`src/rtl/simon_pkg.sv`:
```
// Shared constants and FSM state type for the SIMON64/128 key-schedule controller.
package simon_pkg;

  localparam int unsigned WORD_W    = 32;
  localparam int unsigned ROUNDS    = 44;
  localparam int unsigned KEY_WORDS = 4;
  localparam int unsigned ADDR_W    = 6;

  // Leftmost character of the z3 string is Z3[61], i.e. sequence index 0.
  localparam logic [61:0] Z3 = 62'b11011011101011000110010111100000010010001010011100110100001111;

  typedef enum logic [1:0] {
    IDLE,
    EXPAND,
    DONE
  } state_t;

  function automatic logic z3_bit(input logic [5:0] j);
    return Z3[6'd61 - j];
  endfunction

endpackage

```
`src/rtl/simon_key_sched_ctrl_keybox.sv`:
```
// One SIMON64/128 key-expansion step (m=4): produces k[i+4] from k[i+3], k[i+1], k[i].
module keyBox (
  input  logic [31:0] Ki3,
  input  logic [31:0] Ki1,
  input  logic [31:0] Ki,
  input  logic [31:0] zj,
  output logic [31:0] Ki4
);

  logic [31:0] w_t1;
  logic [31:0] w_t2;

  assign w_t1 = {Ki3[2:0], Ki3[31:3]} ^ Ki1;
  assign w_t2 = w_t1 ^ {w_t1[0], w_t1[31:1]};
  // ~Ki ^ 3 is Ki ^ c with c = 2^32 - 4.
  assign Ki4  = ~Ki ^ w_t2 ^ zj ^ 32'd3;

endmodule

```
`src/rtl/simon_key_sched_ctrl.sv`:
```
// Expands a 128-bit master key into 44 round keys, stores them, and serves
// them through a registered read port that is usable while expansion runs.
module simon_key_sched_ctrl
  import simon_pkg::*;
(
  input  logic                        clk,
  input  logic                        rst,
  input  logic [WORD_W*KEY_WORDS-1:0] key_in,
  input  logic                        key_valid,
  output logic                        key_ready,
  output logic                        busy,
  output logic                        keys_valid,
  input  logic                        rd_en,
  input  logic [ADDR_W-1:0]           rd_addr,
  output logic                        rd_valid,
  output logic [WORD_W-1:0]           rd_data,
  output logic                        rd_err
);

  state_t             r_state;
  state_t             w_state_nxt;
  logic [WORD_W-1:0]  r_bank [ROUNDS];
  logic [WORD_W-1:0]  r_w    [KEY_WORDS];
  logic [5:0]         r_i;
  logic [ADDR_W-1:0]  r_gen_cnt;
  logic               r_rd_valid;
  logic [WORD_W-1:0]  r_rd_data;
  logic               r_rd_err;
  logic               w_accept;
  logic [WORD_W-1:0]  w_new;
  logic [WORD_W-1:0]  w_zj;

  assign w_zj = {{(WORD_W-1){1'b0}}, z3_bit(r_i)};

  keyBox u_keybox (
    .Ki3 (r_w[3]),
    .Ki1 (r_w[1]),
    .Ki  (r_w[0]),
    .zj  (w_zj),
    .Ki4 (w_new)
  );

  always_comb begin
    w_state_nxt = r_state;
    key_ready   = 1'b0;
    busy        = 1'b0;
    keys_valid  = 1'b0;
    case (r_state)
      IDLE: begin
        key_ready = 1'b1;
        if (key_valid) w_state_nxt = EXPAND;
      end
      EXPAND: begin
        busy = 1'b1;
        if (r_i == 6'(ROUNDS - KEY_WORDS - 1)) w_state_nxt = DONE;
      end
      DONE: begin
        key_ready  = 1'b1;
        keys_valid = 1'b1;
        if (key_valid) w_state_nxt = EXPAND;
      end
      default: w_state_nxt = IDLE;
    endcase
  end

  assign w_accept = key_valid && key_ready;

  always_ff @(posedge clk) begin
    if (rst) r_state <= IDLE;
    else     r_state <= w_state_nxt;
  end

  always_ff @(posedge clk) begin
    if (rst) begin
      for (int unsigned k = 0; k < ROUNDS; k++) r_bank[k] <= '0;
      for (int unsigned k = 0; k < KEY_WORDS; k++) r_w[k] <= '0;
      r_i       <= '0;
      r_gen_cnt <= '0;
    end else if (w_accept) begin
      for (int unsigned k = 0; k < KEY_WORDS; k++) begin
        r_bank[k] <= key_in[k*WORD_W +: WORD_W];
        r_w[k]    <= key_in[k*WORD_W +: WORD_W];
      end
      r_i       <= '0;
      r_gen_cnt <= ADDR_W'(KEY_WORDS);
    end else if (r_state == EXPAND) begin
      r_bank[r_i + 6'(KEY_WORDS)] <= w_new;
      r_w[0] <= r_w[1];
      r_w[1] <= r_w[2];
      r_w[2] <= r_w[3];
      r_w[3] <= w_new;
      r_i    <= r_i + 6'd1;
      if (r_gen_cnt < ADDR_W'(ROUNDS)) r_gen_cnt <= r_gen_cnt + 1'b1;
    end
  end

  // gen_cnt never exceeds ROUNDS, so the range test also rejects addresses >= 44.
  always_ff @(posedge clk) begin
    if (rst) begin
      r_rd_valid <= 1'b0;
      r_rd_data  <= '0;
      r_rd_err   <= 1'b0;
    end else begin
      r_rd_valid <= rd_en;
      if (rd_en) begin
        if (rd_addr < r_gen_cnt) begin
          r_rd_data <= r_bank[rd_addr];
          r_rd_err  <= 1'b0;
        end else begin
          r_rd_data <= '0;
          r_rd_err  <= 1'b1;
        end
      end
    end
  end

  assign rd_valid = r_rd_valid;
  assign rd_data  = r_rd_data;
  assign rd_err   = r_rd_err;

endmodule

```
`config.mk`:
```
export PLATFORM = sky130hd
export DESIGN_NAME = simon_key_sched_ctrl
export DESIGN_NICKNAME = d
export VERILOG_FILES = /design/src/rtl/simon_pkg.sv /design/src/rtl/simon_key_sched_ctrl_keybox.sv /design/src/rtl/simon_key_sched_ctrl.sv
export SDC_FILE = /design/constraint.sdc
export NUM_CORES = 2
export LEC_CHECK = 0
export CAP_MARGIN = 25
export CELL_PAD_IN_SITES_DETAIL_PLACEMENT = 0
export CELL_PAD_IN_SITES_GLOBAL_PLACEMENT = 2
export CORE_MARGIN = 5
export CORE_UTILIZATION = 52
export CTS_BUF_LIST = sky130_fd_sc_hd__clkbuf_8
export CTS_CLUSTER_DIAMETER = 200
export DETAILED_ROUTE_END_ITERATION = 8
export PLACE_DENSITY_LB_ADDON = 0.1
export SLEW_MARGIN = 5
export SYNTH_ARGS = -nofsm -noshare
export SYNTH_HDL_FRONTEND = slang
export SYNTH_SLANG_ARGS = --single-unit
```
`constraint.sdc`:
```
create_clock -name clk -period 16.25 [get_ports clk]
set_clock_uncertainty 0.05 [all_clocks]
set_input_delay 3.25 -clock clk [delete_from_list [all_inputs] [get_ports clk]]
set_output_delay 3.25 -clock clk [all_outputs]
set_load 0.01 [all_outputs]
```
==> impl_summary.txt <==
----------------------------------------------------
[Global route]
  Number of antenna violations at the first check in global routing ... 16
  Number of global-route vias before repair ... 56.1k
  Global-route usage over all layers ... around a third
  First-pass GRT wire length ... ~420000 um
  Largest net degree at the start of global routing ... 90
  Grt ovf ... 0

[Power and ir drop]
  Max IR drop VDD ... around 110 uV
  Static leakage ... 37.7 nW
  Power density relative to cell area ... between 100 and 150 mW/mm^2

[Timing]
  Number of hold violations in the final report ... 0
  Sum of negative setup slack ... 0 ns
  Worst relative slew slack ... roughly 17%
  Final critical path time including I/O delays and setup ... 6.96 ns
  Worst slew pin tran ... between 1 and 1.5 ns
  Tcrit/Tclk final ... between 40% and 50%
  Final count of pins violating max slew ... 0
  Unrepaired setup endpoints after global routing ... false
  Count of endpoints failing setup in the final report ... 0
  Maximum clock rate ... around 140 MHz

[Synthesis]
  Number of enable flip-flop cells after synthesis ... between 2k and 2.5k
  Mapped cell area ... between 0.09 and 0.1 mm^2
  Proportion of synthesized flip-flops having asynchronous set or reset ... 0%
  Dominant cell type by area after synthesis ... sky130_fd_sc_hd__edfxtp_1
  Most frequently used flop master after synthesis ... sky130_fd_sc_hd__edfxtp_1
  Average footprint of a synthesized cell ... ~16 um^2
  Net count of the mapped netlist ... between 6k and 7k
  Synth warnings ... 0
  Synth area leaders ... sky130_fd_sc_hd__edfxtp_1 (70%), sky130_fd_sc_hd__mux4_2 (13%), sky130_fd_sc_hd__nor2_1 (5.2%)
  Synth cell types ... 65
  Synthesized instance count ... 5904
  Post-synthesis register bit count ... about 2.2k
  Sequential cell area fraction in the yosys report ... between 70% and 80%
  Area share of the leading cell type in the synthesized netlist ... between 60% and 70%

[Clocking]
  Buffers from clock root to sink, at most ... 4
  Root cell of the clock tree ... sky130_fd_sc_hd__clkbuf_8
  Sinks on Clock Net ... roughly 2.2k
  Setup Buffers After CTS ... 0
  Number of cells upsized or downsized after cts ... 0
  Number of buffers inserted during clock tree synthesis ... around 380
  Count of hold-fix buffers inserted at cts ... 0
  CTS tree ... yes
  Clk slew on worst S/H paths ... approximately 0.06 ns
  H-tree depth reported by CTS ... 5
  Insertion delay to the later sink of the worst-skew pair ... between 1 and 1.5 ns

[Floorplan]
  Number of primary I/O pins ... around 180
  Die outline width ... ~430 um
  Die Height ... roughly 430 um
  Effective utilization at floorplan ... 52.4%
  Placeable core region ... 0.179 mm^2
  Total Die Area ... 0.189 mm^2
  Core Rows ... 155

[Worst setup path]
  Launching element type of the critical path ... primary input
  Launch point of the worst reg-to-reg path ... r_i[0]
  Most numerous cell on the critical path ... sky130_fd_sc_hd__buf_4
  Capturing point of the worst reg2reg path ... r_bank[48][0]
  Worst endpoint data arrival time ... a little under 8 ns
  Crit path max-delay cell type ... sky130_fd_sc_hd__a221oi_1
  CP Data Required Time ... approximately 17 ns
  Number of cells traversed by the worst register-to-register path ... 8
  Critical Path End ... rd_data[31]
  Slowest Stage Delay on Critical Path ... 1.00 ns
  Cells along the critical path ... buf_6, buf_4, buf_4, buf_4, nand2b_1, o22ai_1, a221oi_1, a32oi_1, o31ai_1
  Category of the worst setup path capture point ... flip-flop
  Reg-to-reg slack, setup ... around 12 ns
  Start point of the critical path ... rd_addr[3]
  Setup CP Type ... primary input to flip-flop
  Worst-path maximum fanout ... 36

[Run status]
  Result of the run ... finished clean

[Route]
  Met1 WL ... 115000 um
  Detail Route Antenna Nets ... 0
  Routed length per placed instance ... ~34 um
  DRC marker count from the first detailed-route iteration ... about 7.8k
  DR vias ... roughly 56k
  Wire length reported by the detailed router ... between 300000 and 400000 um
  Met2 wire length ... 143000 um
  Via count normalized by instance count ... roughly 6.3
  Detail Route met3 WL ... slightly above 30000 um
  Post-route DRC violation count ... 0
  Total iterations of the first detailed-routing run ... 8
  Top layer in use ... met5

[Finish]
  Relative area change from synthesis to final layout ... 12.3%
  Final standard cell count with taps included and fillers excluded ... 8818
  Final nets ... around 6.3k
  Fraction of layout instances using a drive strength above 1 ... approximately 22%

[Hold path]
  Hold Crit Class ... flip-flop to flip-flop

[Job]
  MaxCap Viol Count ... 0

[Placed design]
  Number of I/O port buffers ... between 150 and 200
  RD Place Congestion ... 0.829
  Placed cell count ... about 8k
  DP HPWL ... 180000 um

----------------------------------------------------
Yosys cell counts (38+ instances only):
cell / count
sky130_fd_sc_hd__mux2i_1: 38
sky130_fd_sc_hd__clkbuf_1: 368
sky130_fd_sc_hd__o21ai_0: 179
sky130_fd_sc_hd__a21oi_2: 39
sky130_fd_sc_hd__inv_1: 43
sky130_fd_sc_hd__a22oi_1: 68
sky130_fd_sc_hd__buf_2: 59
sky130_fd_sc_hd__mux4_2: 547
sky130_fd_sc_hd__nand2_1: 445
sky130_fd_sc_hd__xnor2_1: 105
sky130_fd_sc_hd__nand3_1: 43
sky130_fd_sc_hd__nor2_1: 1296
sky130_fd_sc_hd__dfxtp_1: 48
sky130_fd_sc_hd__mux2_2: 39
sky130_fd_sc_hd__a21oi_1: 42
sky130_fd_sc_hd__edfxtp_1: 2176
sky130_fd_sc_hd__nand2b_1: 68
worst min path at each step:
stage	start	endpoint	slack (ns)	depth (start not counted)
after global placement	rd_err	rd_err	0.43	2
after floorplan	r_gen_cnt[5]	r_gen_cnt[5]	0.40	2
after CTS	r_w[2][9]	r_w[1][9]	0.46	2
final	r_w[2][9]	r_w[1][9]	0.46	2
after global routing	r_w[2][5]	r_w[1][5]	0.48	2
after detailed placement	rd_err	rd_err	0.44	2
sequential cells by signal, indices dropped and copies added, names as in the netlist:
register,count
r_gen_cnt,6
rd_valid,1
r_bank,2048
r_w,128
r_state,2
r_i,6
rd_err,1
rd_data,32
routing by layer:
| layer | vias up | GRT usage (%) |
|---|---|---|
| met3 | 615 | 7.23 |
| met2 | 3261 | 50.4 |
| li1 | 22800 | - |
| met5 | - | 0 |
| met1 | 29100 | 44.3 |
| met4 | 2 | 12.3 |
worst max-delay path: cells and delay by family:
family	cells	cell delay, ns
buffers and inverters	4	2.15
AO/OA/AOI/OAI	4	1.86
AND/OR/NAND/NOR	1	0.55
cell type report:
| cell class | instances | area [um^2] |
|---|---|---|
| clock buffer | 392 | 5400 |
| multi-input combinational | 3141 | 25700 |
| sequential | 2224 | 66300 |
| inverter | 44 | 165 |
| fill | 13900 | 73600 |
| clock inverter | 262 | 1090 |
| timing repair buffer | 390 | 3620 |
| tap | 2355 | 2950 |
| antenna | 10 | 25.0 |
cell usage in the layout (no fill, tap or decap), drive strengths merged, types with 38 or more instances in the layout:
master	Yosys	final
inv	43	202
clkbuf	368	394
o21ai	181	181
a22oi	68	68
edfxtp	2176	2176
buf	127	220
a21oi	81	81
mux4	547	547
nor2	1296	1296
mux2i	38	38
clkdlybuf4s50	0	168
dfxtp	48	48
nand3	43	43
nand2b	68	68
clkinv	1	100
mux2	40	40
xnor2	106	106
nand2	445	445
cells by family (layout without fill, tap and decap cells):
| family | Yosys count | in the layout | synth area share [%] |
|---|---|---|---|
| buffers and inverters | 539 | 1088 | 2.51 |
| AOI/OAI and AO/OA | 446 | 446 | 3.12 |
| DFF | 2224 | 2224 | 70.8 |
| adders and majority gates | 19 | 19 | 0.254 |
| xor gates and xnor gates | 112 | 112 | 1.06 |
| and+or+nand+nor | 1939 | 1939 | 8.25 |
| muxes | 625 | 625 | 14.0 |
| other | 0 | 10 | 0 |
stage by stage:
step | instance area [um^2] | hold WS [ns] | setup slack [ns] | total power (W) | util [%]
2_1_floorplan | 93700 | 0.403 | 9.30 | 0.00852 | -
3_3_place_gp | 98400 | 0.427 | 8.14 | 0.00974 | 55.0
3_5_place_dp | 98700 | 0.441 | 8.15 | 0.00981 | 55.2
4_1_cts | 105000 | 0.463 | 9.30 | 0.0142 | 58.8
5_1_grt | 105000 | 0.482 | 8.93 | 0.0146 | 58.9
6_report | 105000 | 0.461 | 9.29 | 0.0142 | 58.9
where the power goes:
group,internal [W],leakage [nW],switching [W]
sequential,0.00691,22.2,0.0000934
clock,0.00225,3.90,0.00221
combinational,0.000536,11.7,0.00220
Note: power is estimated with default switching activity, not from simulation.
